`src/rtl/seq_mag_comparator.sv`:
```
// Sequential magnitude comparator: walks the operands CHUNK bits per cycle from
// the MSB down, exits early on the first differing slice, and counts true results.
module seq_mag_comparator #(
   parameter int WIDTH = 6,
   parameter int CHUNK = 2,
   parameter int CNT_W = 8
) (
   input  logic             clk,
   input  logic             rst_n,
   input  logic             in_valid,
   output logic             in_ready,
   input  logic [WIDTH-1:0] a,
   input  logic [WIDTH-1:0] b,
   input  logic [2:0]       mode,
   input  logic             sgn,
   output logic             out_valid,
   input  logic             out_ready,
   output logic             result,
   output logic             lt,
   output logic             eq,
   output logic             gt,
   input  logic             clr_cnt,
   output logic [CNT_W-1:0] match_cnt
);

   localparam int NCHUNK = WIDTH / CHUNK;
   localparam int IDX_W  = (NCHUNK > 1) ? $clog2(NCHUNK) : 1;
   localparam logic [IDX_W-1:0] LAST_IDX = IDX_W'(NCHUNK - 1);
   localparam logic [WIDTH-1:0] MSB_MASK = WIDTH'(1) << (WIDTH - 1);

   typedef enum logic [1:0] {IDLE, BUSY, DONE} state_t;

   state_t           state_q, state_d;
   logic [WIDTH-1:0] a_q, a_d, b_q, b_d;
   logic [2:0]       mode_q, mode_d;
   logic [IDX_W-1:0] idx_q, idx_d;
   logic             lt_q, lt_d, eq_q, eq_d, gt_q, gt_d;
   logic [CNT_W-1:0] cnt_q, cnt_d;
   logic [CHUNK-1:0] a_slice, b_slice;
   logic             pred;

   assign a_slice = a_q[WIDTH-1 -: CHUNK];
   assign b_slice = b_q[WIDTH-1 -: CHUNK];

   // Operands shift left after each equal slice so the slice under test is always at the top.
   always_comb begin
      state_d = state_q;
      a_d     = a_q;
      b_d     = b_q;
      mode_d  = mode_q;
      idx_d   = idx_q;
      lt_d    = lt_q;
      eq_d    = eq_q;
      gt_d    = gt_q;
      case (state_q)
         IDLE: begin
            if (in_valid) begin
               a_d     = a ^ (sgn ? MSB_MASK : '0);
               b_d     = b ^ (sgn ? MSB_MASK : '0);
               mode_d  = mode;
               idx_d   = '0;
               lt_d    = 1'b0;
               eq_d    = 1'b0;
               gt_d    = 1'b0;
               state_d = BUSY;
            end
         end
         BUSY: begin
            if (a_slice > b_slice) begin
               gt_d    = 1'b1;
               state_d = DONE;
            end else if (a_slice < b_slice) begin
               lt_d    = 1'b1;
               state_d = DONE;
            end else if (idx_q == LAST_IDX) begin
               eq_d    = 1'b1;
               state_d = DONE;
            end else begin
               idx_d = idx_q + IDX_W'(1);
               a_d   = a_q << CHUNK;
               b_d   = b_q << CHUNK;
            end
         end
         DONE: begin
            if (out_ready) begin
               lt_d    = 1'b0;
               eq_d    = 1'b0;
               gt_d    = 1'b0;
               state_d = IDLE;
            end
         end
         default: state_d = IDLE;
      endcase
   end

   assign in_ready  = (state_q == IDLE);
   assign out_valid = (state_q == DONE);
   assign lt        = out_valid & lt_q;
   assign eq        = out_valid & eq_q;
   assign gt        = out_valid & gt_q;

   always_comb begin
      pred = 1'b0;
      case (mode_q)
         3'd0:    pred = eq_q;
         3'd1:    pred = ~eq_q;
         3'd2:    pred = lt_q;
         3'd3:    pred = lt_q | eq_q;
         3'd4:    pred = gt_q;
         3'd5:    pred = gt_q | eq_q;
         default: pred = 1'b0;
      endcase
   end

   assign result = out_valid & pred;

   // Clear wins over a same-cycle increment; the count sticks at all-ones.
   always_comb begin
      cnt_d = cnt_q;
      if (clr_cnt) begin
         cnt_d = '0;
      end else if (out_valid && out_ready && result && (cnt_q != '1)) begin
         cnt_d = cnt_q + CNT_W'(1);
      end
   end

   assign match_cnt = cnt_q;

   always_ff @(posedge clk or negedge rst_n) begin
      if (!rst_n) begin
         state_q <= IDLE;
         a_q     <= '0;
         b_q     <= '0;
         mode_q  <= '0;
         idx_q   <= '0;
         lt_q    <= 1'b0;
         eq_q    <= 1'b0;
         gt_q    <= 1'b0;
         cnt_q   <= '0;
      end else begin
         state_q <= state_d;
         a_q     <= a_d;
         b_q     <= b_d;
         mode_q  <= mode_d;
         idx_q   <= idx_d;
         lt_q    <= lt_d;
         eq_q    <= eq_d;
         gt_q    <= gt_d;
         cnt_q   <= cnt_d;
      end
   end

endmodule

```
`config.mk`:
```
export PLATFORM = sky130hd
export DESIGN_NAME = seq_mag_comparator
export DESIGN_NICKNAME = d
export VERILOG_FILES = /design/src/rtl/seq_mag_comparator.sv
export SDC_FILE = /design/constraint.sdc
export NUM_CORES = 1
export LEC_CHECK = 0
export BUFFER_PORTS_ARGS = -buffer_cell sky130_fd_sc_hd__buf_2
export CORE_MARGIN = 2
export CORE_UTILIZATION = 40
export DETAILED_ROUTE_END_ITERATION = 12
export PLACE_DENSITY = 0.71
export SLEW_MARGIN = 20
export SYNTH_ARGS = -nofsm -noshare
export SYNTH_HDL_FRONTEND = slang
export SYNTH_SLANG_ARGS = --single-unit
```
`constraint.sdc`:
```
create_clock -name clk -period 1.7 [get_ports clk]
set_input_delay 0.17 -clock clk [delete_from_list [all_inputs] [get_ports clk]]
set_output_delay 0.17 -clock clk [all_outputs]
set_load 0.005 [all_outputs]
```
Yosys cells after proc, flatten, opt, wreduce, memory -nomap -nowiden --
Cells that the tools add are included. Widths: inputs -> output; s select.
Storage, ports and cells: register bits after elaboration 30, bits of input ports 21, output and inout port bits 14, word-level logic and storage cells 90
Cells by class: eq/ne operators 18, muxes and demuxes 36, bitwise logic cells 9, add/sub/neg operators 2, magnitude comparators 2, reduce and logical (&&, ||, !) cells 14
Operators by type and width (number):
- $mux 6 | 9
- $pmux 6 s2 | 2
- $mux 2 | 9
- $mux 8 | 2
- $ne 2x2->1 const B | 7
- $xor 6x6->6 | 2
- $reduce_and 5->1 | 2
- $pmux 1 s3 | 3
- $add 8x1->8 const B | 1
- $mux 1 | 8
- $ne 8x8->1 const B | 1
- $eq 3x2->1 const B | 2
- $eq 3x3->1 const B | 2
- $pmux 1 s6 | 1
- $pmux 2 s3 | 1
- $reduce_and 6->1 | 1
- $and 1x1->1 | 4
- $eq 2x2->1 const B | 2
- $ne 4x4->1 const B | 1
- $pmux 2 s2 | 1
- $reduce_and 4->1 | 1
- $reduce_bool 2->1 | 2
- $eq 3x1->1 const B | 1
- $logic_and 1x1->1 | 3
- other kinds (12) | 13

Logic depth before layout (Yosys ltp) --
Gate-level depths: netlist of run 1.
word-level depth 7, depth in mapped cells 7, depth with buffers taken out 7

Least setup slack after synthesis of run 1 --
OpenSTA, ideal clock, no wires.
kind reg2reg, from register a_q[5], to register a_q[2], cell stages (with the launch flop) 7, arrival time 1.767 ns, path buffers 0, library setup time 0.125 ns, period minus slack after synthesis 1.892 ns, required time 1.575 ns, slack -0.192 ns, path through dfrtp_1 > ha_1 > nand2_1 > nor3_1 > mux2i_1 > nor2_2 > mux2_2
On the way: longest elaborated chain between the ends 3, elaborated cells between the ends (all ways) 5, those cells by class order compare (2); eq/ne (2); reduce/logical (1)
RTL lines:
- from (decl) | line 34 | logic [WIDTH-1:0] a_q, a_d, b_q, b_d;
- from (signal assigned) | line 132 | a_q <= '0;
- from (signal assigned) | line 142 | a_q <= a_d;
- $lt 2x2->1 / $gt 2x2->1 (equally long branches) | line 72, 69
- $ne 2x2->1 (no line)
- $reduce_and 5->1 (no line) (*)
Mark *: on every way between the ends. The rest lies on a longest branch, timed or not. A chain may end at the register's enable or synchronous reset.

Worst setup path after layout of run 1 --
from register b_q[4], to register b_q[2]
On the way: longest elaborated chain between the ends 3, elaborated cells between the ends (all ways) 5, those cells by class order compare (2); eq/ne (2); reduce/logical (1)
RTL lines:
- from (decl) | line 34
- from (signal assigned) | line 133 | b_q <= '0;
- from (signal assigned) | line 143 | b_q <= b_d;
- $lt 2x2->1 / $gt 2x2->1 (equally long branches) | line 72, 69
- $ne 2x2->1 (no line)
- $reduce_and 5->1 (no line) (*)
Marked as above.

==> metrics.md, run 1 <==
| Metric | Value |
|---|---|
| Synth area leader | `dfrtp_1` |
| Largest stage delay, worst path | `0.41 ns` |
| Number of global-route vias before repair | `1325` |
| Required time worst endpoint | `1.87 ns` |
| Die height | `67.7 um` |
| CP endpoint kind | `flop` |
| Synth top area cells | `dfrtp_1 46%, mux2_2 9.7%, a21oi_1 4.9%` |
| Drt drc | `0` |
| Fraction of the mapped netlist area in compound gates | `14.0%` |
| Wire length per cell | `13.2 um` |
| Sequential share of the synthesized area | `46.2%` |
| Top_reg_cell synth | `dfrtp_1` |
| Power per cell area | `1660 nW/um2` |
| Combinational family with the most area after synthesis | `simple AND/OR/NAND/NOR gates` |
| Total Power | `0.00381 W` |
| PnR worst setup slack | `-0.0384 ns` |
| Status | `finished with violations` |
| Most common cell in the netlist | `dfrtp_1` |
| Yosys cell types | `36` |
| Max-slew headroom | `54.4%` |
| Ratio of cells with drive above 1 in the final layout | `45.9%` |
| Logic pwr share | `55.4%` |
| Avg Synthesized Cell Area | `9.91 um2` |
| # setup viols final | `5` |
| P&R area growth vs syn | `41.5%` |
| Worst setup path category | `flop to flop` |
| Static leakage | `1.06 nW` |
| Nets | `253` |
| Routed vias/inst | `5.05` |
| Worst setup SP type | `flop` |
| CTS Root Cell | `clkbuf_8` |
| IR drop worst, VDD | `0.748 mV` |
| Failing checks | `setup timing` |
| Area share of and/or/nand/nor cells after synthesis | `18.5%` |
| First DRT Iteration DRCs | `32` |
| CTS tree | `done` |
| Max Slew Vio Count | `0` |
| Worst path slowest cell | `dfrtp_1` |
| First-pass GRT wire length | `6040 um` |
| Reg clk slew, reported paths | `0.06 ns` |
| Detailed Route WL | `3680 um` |
| Mapped Cells | `164` |
| Ant. Diodes | `0` |
| H-tree levels | `2` |
| Worst skew pair latency | `0.28 ns` |
| Internal Power | `0.00243 W` |
| Remaining global-route overflow | `0` |
| Core area | `3940 um2` |
| Clock skew | `0.00619 ns` |
| Async SR Flop Fraction | `100%` |
| Min-Delay Path Class | `input pin to flop` |
| Maxcap violations | `0` |
| Initial Utilization | `41.2%` |
| Post-synth top cells | `30 x dfrtp_1, 16 x a21oi_1, 15 x nor2_1` |
| RSZ-0062 raised after global routing | `yes` |
| Crit-path cells | `ha_4 -> nand2_4 -> nor3_4 -> mux2i_4 -> nor2_4 -> mux2_4` |
| Post-route ant nets | `0` |
| Die area | `4590 um2` |
| Die width | `67.7 um` |
| Share of the synthesized area in the top cell type | `46.2%` |
| Routability cong. | `0.797` |
| GR Util All Layers | `17.8%` |
| Fmax achieved | `0.575 GHz` |
| Final design utilization | `58.3%` |
| Final hold vios | `0` |
| Synth Area in Adders | `3.08%` |
| Slew @ Worst Pin | `0.684 ns` |
| Number of port buffers | `34` |
| Crit path DAT | `1.90 ns` |
| Flop pwr share | `29.4%` |
| Fin crit share | `102%` |
| Crit Path Max Fanout | `5` |
| Routed vias | `1408` |
| Total CTS buffers | `5` |
| Mux cell area share after synthesis | `12.2%` |
| Register bit count reported by yosys | `30` |
| Post-Synth XOR/XNOR Area | `3.23%` |
| Clock sinks | `30` |
| Syn Nets | `189` |
| TritonRoute pass-1 iters | `4` |
| Final HPWL from detailed placement | `2450 um` |
| Clock network power share | `15.2%` |
| Synth warn | `0` |
| Switch Pwr | `0.00138 W` |
| Std cell rows | `23` |
| Antenna violations before repair | `0` |
| Largest net degree at the start of global routing | `31` |
| Number of synthesized flops with an enable pin | `0` |
| I/O pins | `35` |
| Fin crit period | `1.74 ns` |
| CTS max path bufs | `2` |
| Switching part of the total | `36.2%` |
| Post-synthesis cell area | `1630 um2` |
-- timing repair --
| item | CTS | global route |
|---|---|---|
| cloned | 1 | 0 |
| pin swaps | 3 | 2 |
| buffers inserted | 0 | 3 |
| setup endpoints to repair | 12 | 21 |
| resized for setup | 9 | 16 |
| hold buffers | 1 | 0 |
| endpoints found under the hold margin | 30 | 0 |
-- placed cells by master (no fill, tap or decap), drive strengths merged, types with 4 or more instances in the layout --
cell	n
ha	4
inv	6
nand3	5
nand2	12
a21oi	16
nor2	17
mux2i	4
nand2b	4
buf	60
and2	4
nor2b	7
xnor2	5
mux2	14
clkbuf	7
dfrtp	30
o21ai	9
-- sequential cells by signal, summed over array words and instances (netlist names) --
register / count
lt_q: 1
b_q: 6
match_cnt: 8
a_q: 6
mode_q: 3
state_q: 2
gt_q: 1
eq_q: 1
idx_q: 2
-- critical path: cells and delay by family, from the launching register on --
family	cells	cell delay, ns
AND/OR/NAND/NOR	3	0.46
multiplexers	2	0.46
flip-flops	1	0.41
adder cells (fa/ha/maj)	1	0.29
-- path summary, 6_finish.rpt --
kind / start / end / slack (ns) / cells past startpoint
worst max-delay path: b_q[4] / b_q[2] / -0.04 / 6
worst min-delay path: mode[2] / mode_q[2] / 0.13 / 2
worst max register to register: b_q[4] / b_q[2] / -0.04 / 6
worst min register to register: idx_q[0] / idx_q[0] / 0.50 / 1
max in group asynchronous: rst_n / eq_q / 0.74 / 2
min in group asynchronous: rst_n / a_q[1] / 0.47 / 2
-- final cells by class --
type | count | area [um2]
Timing Repair Buffer | 61 | 392
Clock inverter | 1 | 5.00
Tap cell | 50 | 62.6
Clock buffer | 7 | 86.3
Inverter | 6 | 22.5
Multi-Input combinational cell | 124 | 980
Fill cell | 332 | 1640
Sequential cell | 30 | 752
-- metrics by stage --
| stage | setup WS [ns] | setup TNS, ns | hold WS [ns] | cells | cell area, um2 |
|---|---|---|---|---|---|
| floorplan | -0.0555 | -0.295 | -0.126 | 164 | 1660 |
| global placement | -0.0947 | -0.555 | 0.247 | 266 | 2050 |
| detailed placement | -0.145 | -0.899 | 0.246 | 266 | 2050 |
| CTS | -0.0176 | -0.0974 | 0.120 | 276 | 2210 |
| global route | -0.115 | -0.868 | 0.121 | 279 | 2300 |
| finish | -0.0384 | -0.175 | 0.126 | 279 | 2300 |
-- per-layer routing --
layer | up-vias | GRT usage, % | part of all wire [%]
li1 | 707 | - | -
met1 | 666 | 24.2 | 48
met2 | 29 | 27.5 | 46
met3 | 6 | 3.00 | 3.4
met4 | 0 | 8.42 | 1.8
met5 | - | 0 | 0
-- power by group through the flow --
| stage | Sequential (W) | Combinational (W) | Clock (W) |
|---|---|---|---|
| 2_1_floorplan | 0.00107 | 0.00112 | 0 |
| 3_3_place_gp | 0.00111 | 0.00165 | 0 |
| 3_5_place_dp | 0.00111 | 0.00167 | 0 |
| 4_1_cts | 0.00111 | 0.00182 | 0.000594 |
| 5_1_grt | 0.00116 | 0.00232 | 0.000621 |
| 6_report | 0.00112 | 0.00211 | 0.000580 |
-- kinds of logic after synthesis --
family	Yosys count
multiplexers	18
AND/OR/NAND/NOR	58
flip-flops	30
adder cells (fa/ha/maj)	4
AO/OA/AOI/OAI	37
buffers and inverters	11
XOR/XNOR	6
(Power assumes the default switching activity.)
==> inputs of run 2 (changes only) <==
--- a/config.mk
+++ b/config.mk
@@ -10,6 +10,7 @@
 export CORE_UTILIZATION = 40
 export DETAILED_ROUTE_END_ITERATION = 12
 export PLACE_DENSITY = 0.71
+export REMOVE_ABC_BUFFERS = 1
 export SLEW_MARGIN = 20
 export SYNTH_ARGS = -nofsm -noshare
 export SYNTH_HDL_FRONTEND = slang
==> run 2 against run 1 <==
  * The run still ends with setup timing left
  * Non-clock buffer count rose by 2
  * Clock skew fell by 0.0021 ns
  * Combinational power fell by 5%
  * Final cell count rose by 0.36%
  * Setup slack improved by 0.0069 ns
  * Register-to-register slack barely moved
  * Sequential cell count did not move
  * Sequential share of layout area rose by 0.52 points
  * Critical path depth did not move
  * Total power fell by 2.6%
==> metrics.md, run 2 (synthesis gave the netlist of run 1 again) <==
| Metric | Value |
|---|---|
| TritonRoute pass-1 iters | `4 (unchanged)` |
| First-pass GRT wire length | `5860 um (-3.0%)` |
| Initial Utilization | `41.2% (unchanged)` |
| Setup crit start | `match_cnt[0]` |
| Remaining global-route overflow | `0 (unchanged)` |
| Crit path DAT | `1.94 ns (+0.04 ns)` |
| Global route hottest layer | `met2` |
| Fin crit share | `102% (-0.40 points)` |
| Slew @ Worst Pin | `0.685 ns (+0.000978 ns)` |
| Antenna violations before repair | `0 (unchanged)` |
| Post-route ant nets | `0 (unchanged)` |
| Total CTS buffers | `5 (unchanged)` |
| Crit Path Max Fanout | `2 (-3)` |
| Power per cell area | `1640 nW/um2 (-0.91%)` |
| Met3 usage | `4.50% (+1.5 points)` |
| H-tree levels | `2 (unchanged)` |
| Final Instance Area | `2260 um2 (-1.7%)` |
| Failing checks | `setup timing` |
| Hold Path Depth | `2 (unchanged)` |
| Max-slew headroom | `54.3% (-0.065 points)` |
| Routed vias/inst | `5.00 (-0.99%)` |
| IR drop worst, VDD | `0.892 mV (+19%)` |
| Die height | `67.7 um (unchanged)` |
| GR Util All Layers | `17.4% (-0.42 points)` |
| FILL cells | `349 (+5.1%)` |
| Status | `finished with violations` |
| RR Startpoint | `match_cnt[0]` |
| Commonest non-fill, non-tap cell in the layout | `buf_2` |
| Clock sinks | `30 (unchanged)` |
| Routed vias | `1399 (-0.64%)` |
| CTS tree | `done` |
| Die width | `67.7 um (unchanged)` |
| Reg clk slew, reported paths | `0.06 ns (about the same)` |
| R2r setup slk | `-0.03 ns (about the same)` |
| Fmax achieved | `0.578 GHz (+0.40%)` |
| CTS Root Cell | `clkbuf_8` |
| Area after DPL | `2030 um2 (-1.0%)` |
| CTS max path bufs | `2 (unchanged)` |
| RSZ-0062 raised after global routing | `yes` |
| Static leakage | `1.06 nW (-0.20%)` |
| Die area | `4590 um2 (unchanged)` |
| Std cell rows | `23 (unchanged)` |
| Max Slew Vio Count | `0 (unchanged)` |
| Worst skew pair latency | `0.28 ns (about the same)` |
| Fin crit period | `1.73 ns (-0.00687 ns)` |
| Worst setup path category | `flop to flop` |
| Drt drc | `0 (unchanged)` |
| Min-Delay Startpoint | `out_ready` |
| Ant. Diodes | `0 (unchanged)` |
| Nets | `254 (+0.40%)` |
| Met1 Usage GRT | `22.4% (-1.8 points)` |
| Maxcap violations | `0 (unchanged)` |
| Max reg flops | `8 (unchanged)` |
| WHS | `0.112 ns (-0.0138 ns)` |
| Min-Delay Path Class | `input pin to flop` |
| Ratio of cells with drive above 1 in the final layout | `45.2% (-0.63 points)` |
| Required time worst endpoint | `1.91 ns (+0.04 ns)` |
| Wire length per cell | `13.3 um (+0.86%)` |
| PnR worst setup slack | `-0.0315 ns (+0.00687 ns)` |
| Routability cong. | `0.787 (-1.2%)` |
| Worst setup SP type | `flop` |
| Number of port buffers | `34 (unchanged)` |
| I/O pins | `35 (unchanged)` |
| Met2 Usage GRT | `27.7% (+0.25 points)` |
| CP endpoint kind | `flop` |
| Detailed Route WL | `3720 um (+1.2%)` |
| Reg2Reg Depth | `6 (unchanged)` |
| Largest net degree at the start of global routing | `31 (unchanged)` |
| Number of global-route vias before repair | `1306 (-1.4%)` |
| Commonest non-fill, non-tap cells in the layout | `34 x buf_2, 30 x dfrtp_1, 25 x buf_4` |
| First DRT Iteration DRCs | `44 (+38%)` |
| Core area | `3940 um2 (unchanged)` |
| # setup viols final | `5 (unchanged)` |
| Clock skew | `0.00413 ns (-0.00206 ns)` |
| Final HPWL from detailed placement | `2520 um (+2.9%)` |
| P&R area growth vs syn | `39.0%` |
| Final hold vios | `0 (unchanged)` |
## run 2: where the power goes
group	total, W	internal [W]	switching, W
Clock	0.000595	0.000326	0.000269
Sequential	0.00112	0.000955	0.000161
Combinational	0.00200	0.00112	0.000885
## run 2: repair_timing
| action | CTS | global route |
|---|---|---|
| hold endpoints to repair | 30 | 0 |
| hold buffers | 1 | 0 |
| pin swaps | 5 | 1 |
| resized for setup | 8 | 18 |
| buffers inserted | 1 | 1 |
| endpoints found under the setup margin | 10 | 18 |
## run 2: final timing paths
check | to
max reg2reg | match_cnt[3]
min | state_q[1]
max in group asynchronous | match_cnt[0]
max | match_cnt[3]
min in group asynchronous | match_cnt[3]
min reg2reg | b_q[1]
## run 2: stage by stage
| step | cells | TNS, ns | power (W) | util, % | worst slack, ns |
|---|---|---|---|---|---|
| 2_1_floorplan | 159 | -1.75 | 0.00206 | - | -0.208 |
| 3_3_place_gp | 269 | -0.419 | 0.00264 | 51.5 | -0.0711 |
| 3_5_place_dp | 269 | -0.789 | 0.00267 | 51.5 | -0.121 |
| 4_1_cts | 279 | 0 | 0.00342 | 55.3 | 0.000195 |
| 5_1_grt | 280 | -0.837 | 0.00396 | 57.3 | -0.106 |
| 6_report | 280 | -0.0529 | 0.00371 | 57.3 | -0.0315 |
## run 2: area by class of cell
type | instances | area (um2) | area share (%)
Tap cell | 50 | 62.6 | 2.77
Inverter | 6 | 22.5 | 0.997
Sequential cell | 30 | 751 | 33.2
Multi-Input combinational cell | 123 | 931 | 41.2
Clock buffer | 7 | 86.3 | 3.82
Clock inverter | 1 | 5.00 | 0.221
Timing Repair Buffer | 63 | 402 | 17.8
## run 2: layer usage
metal	up-vias	part of all wire [%]	wire length (um)
met5	-	0	0
met4	0	1.7	65
met1	656	46	1700
met2	33	48	1800
met3	5	4.3	160
li1	705	-	-
## run 2: critical path: stages, from the launching register on
cell and delay (ns):
dfrtp_1 0.38, ha_2 0.19, nand3_1 0.09, o21ai_2 0.07, or3_4 0.37, or3_1 0.41, a21oi_2 0.15
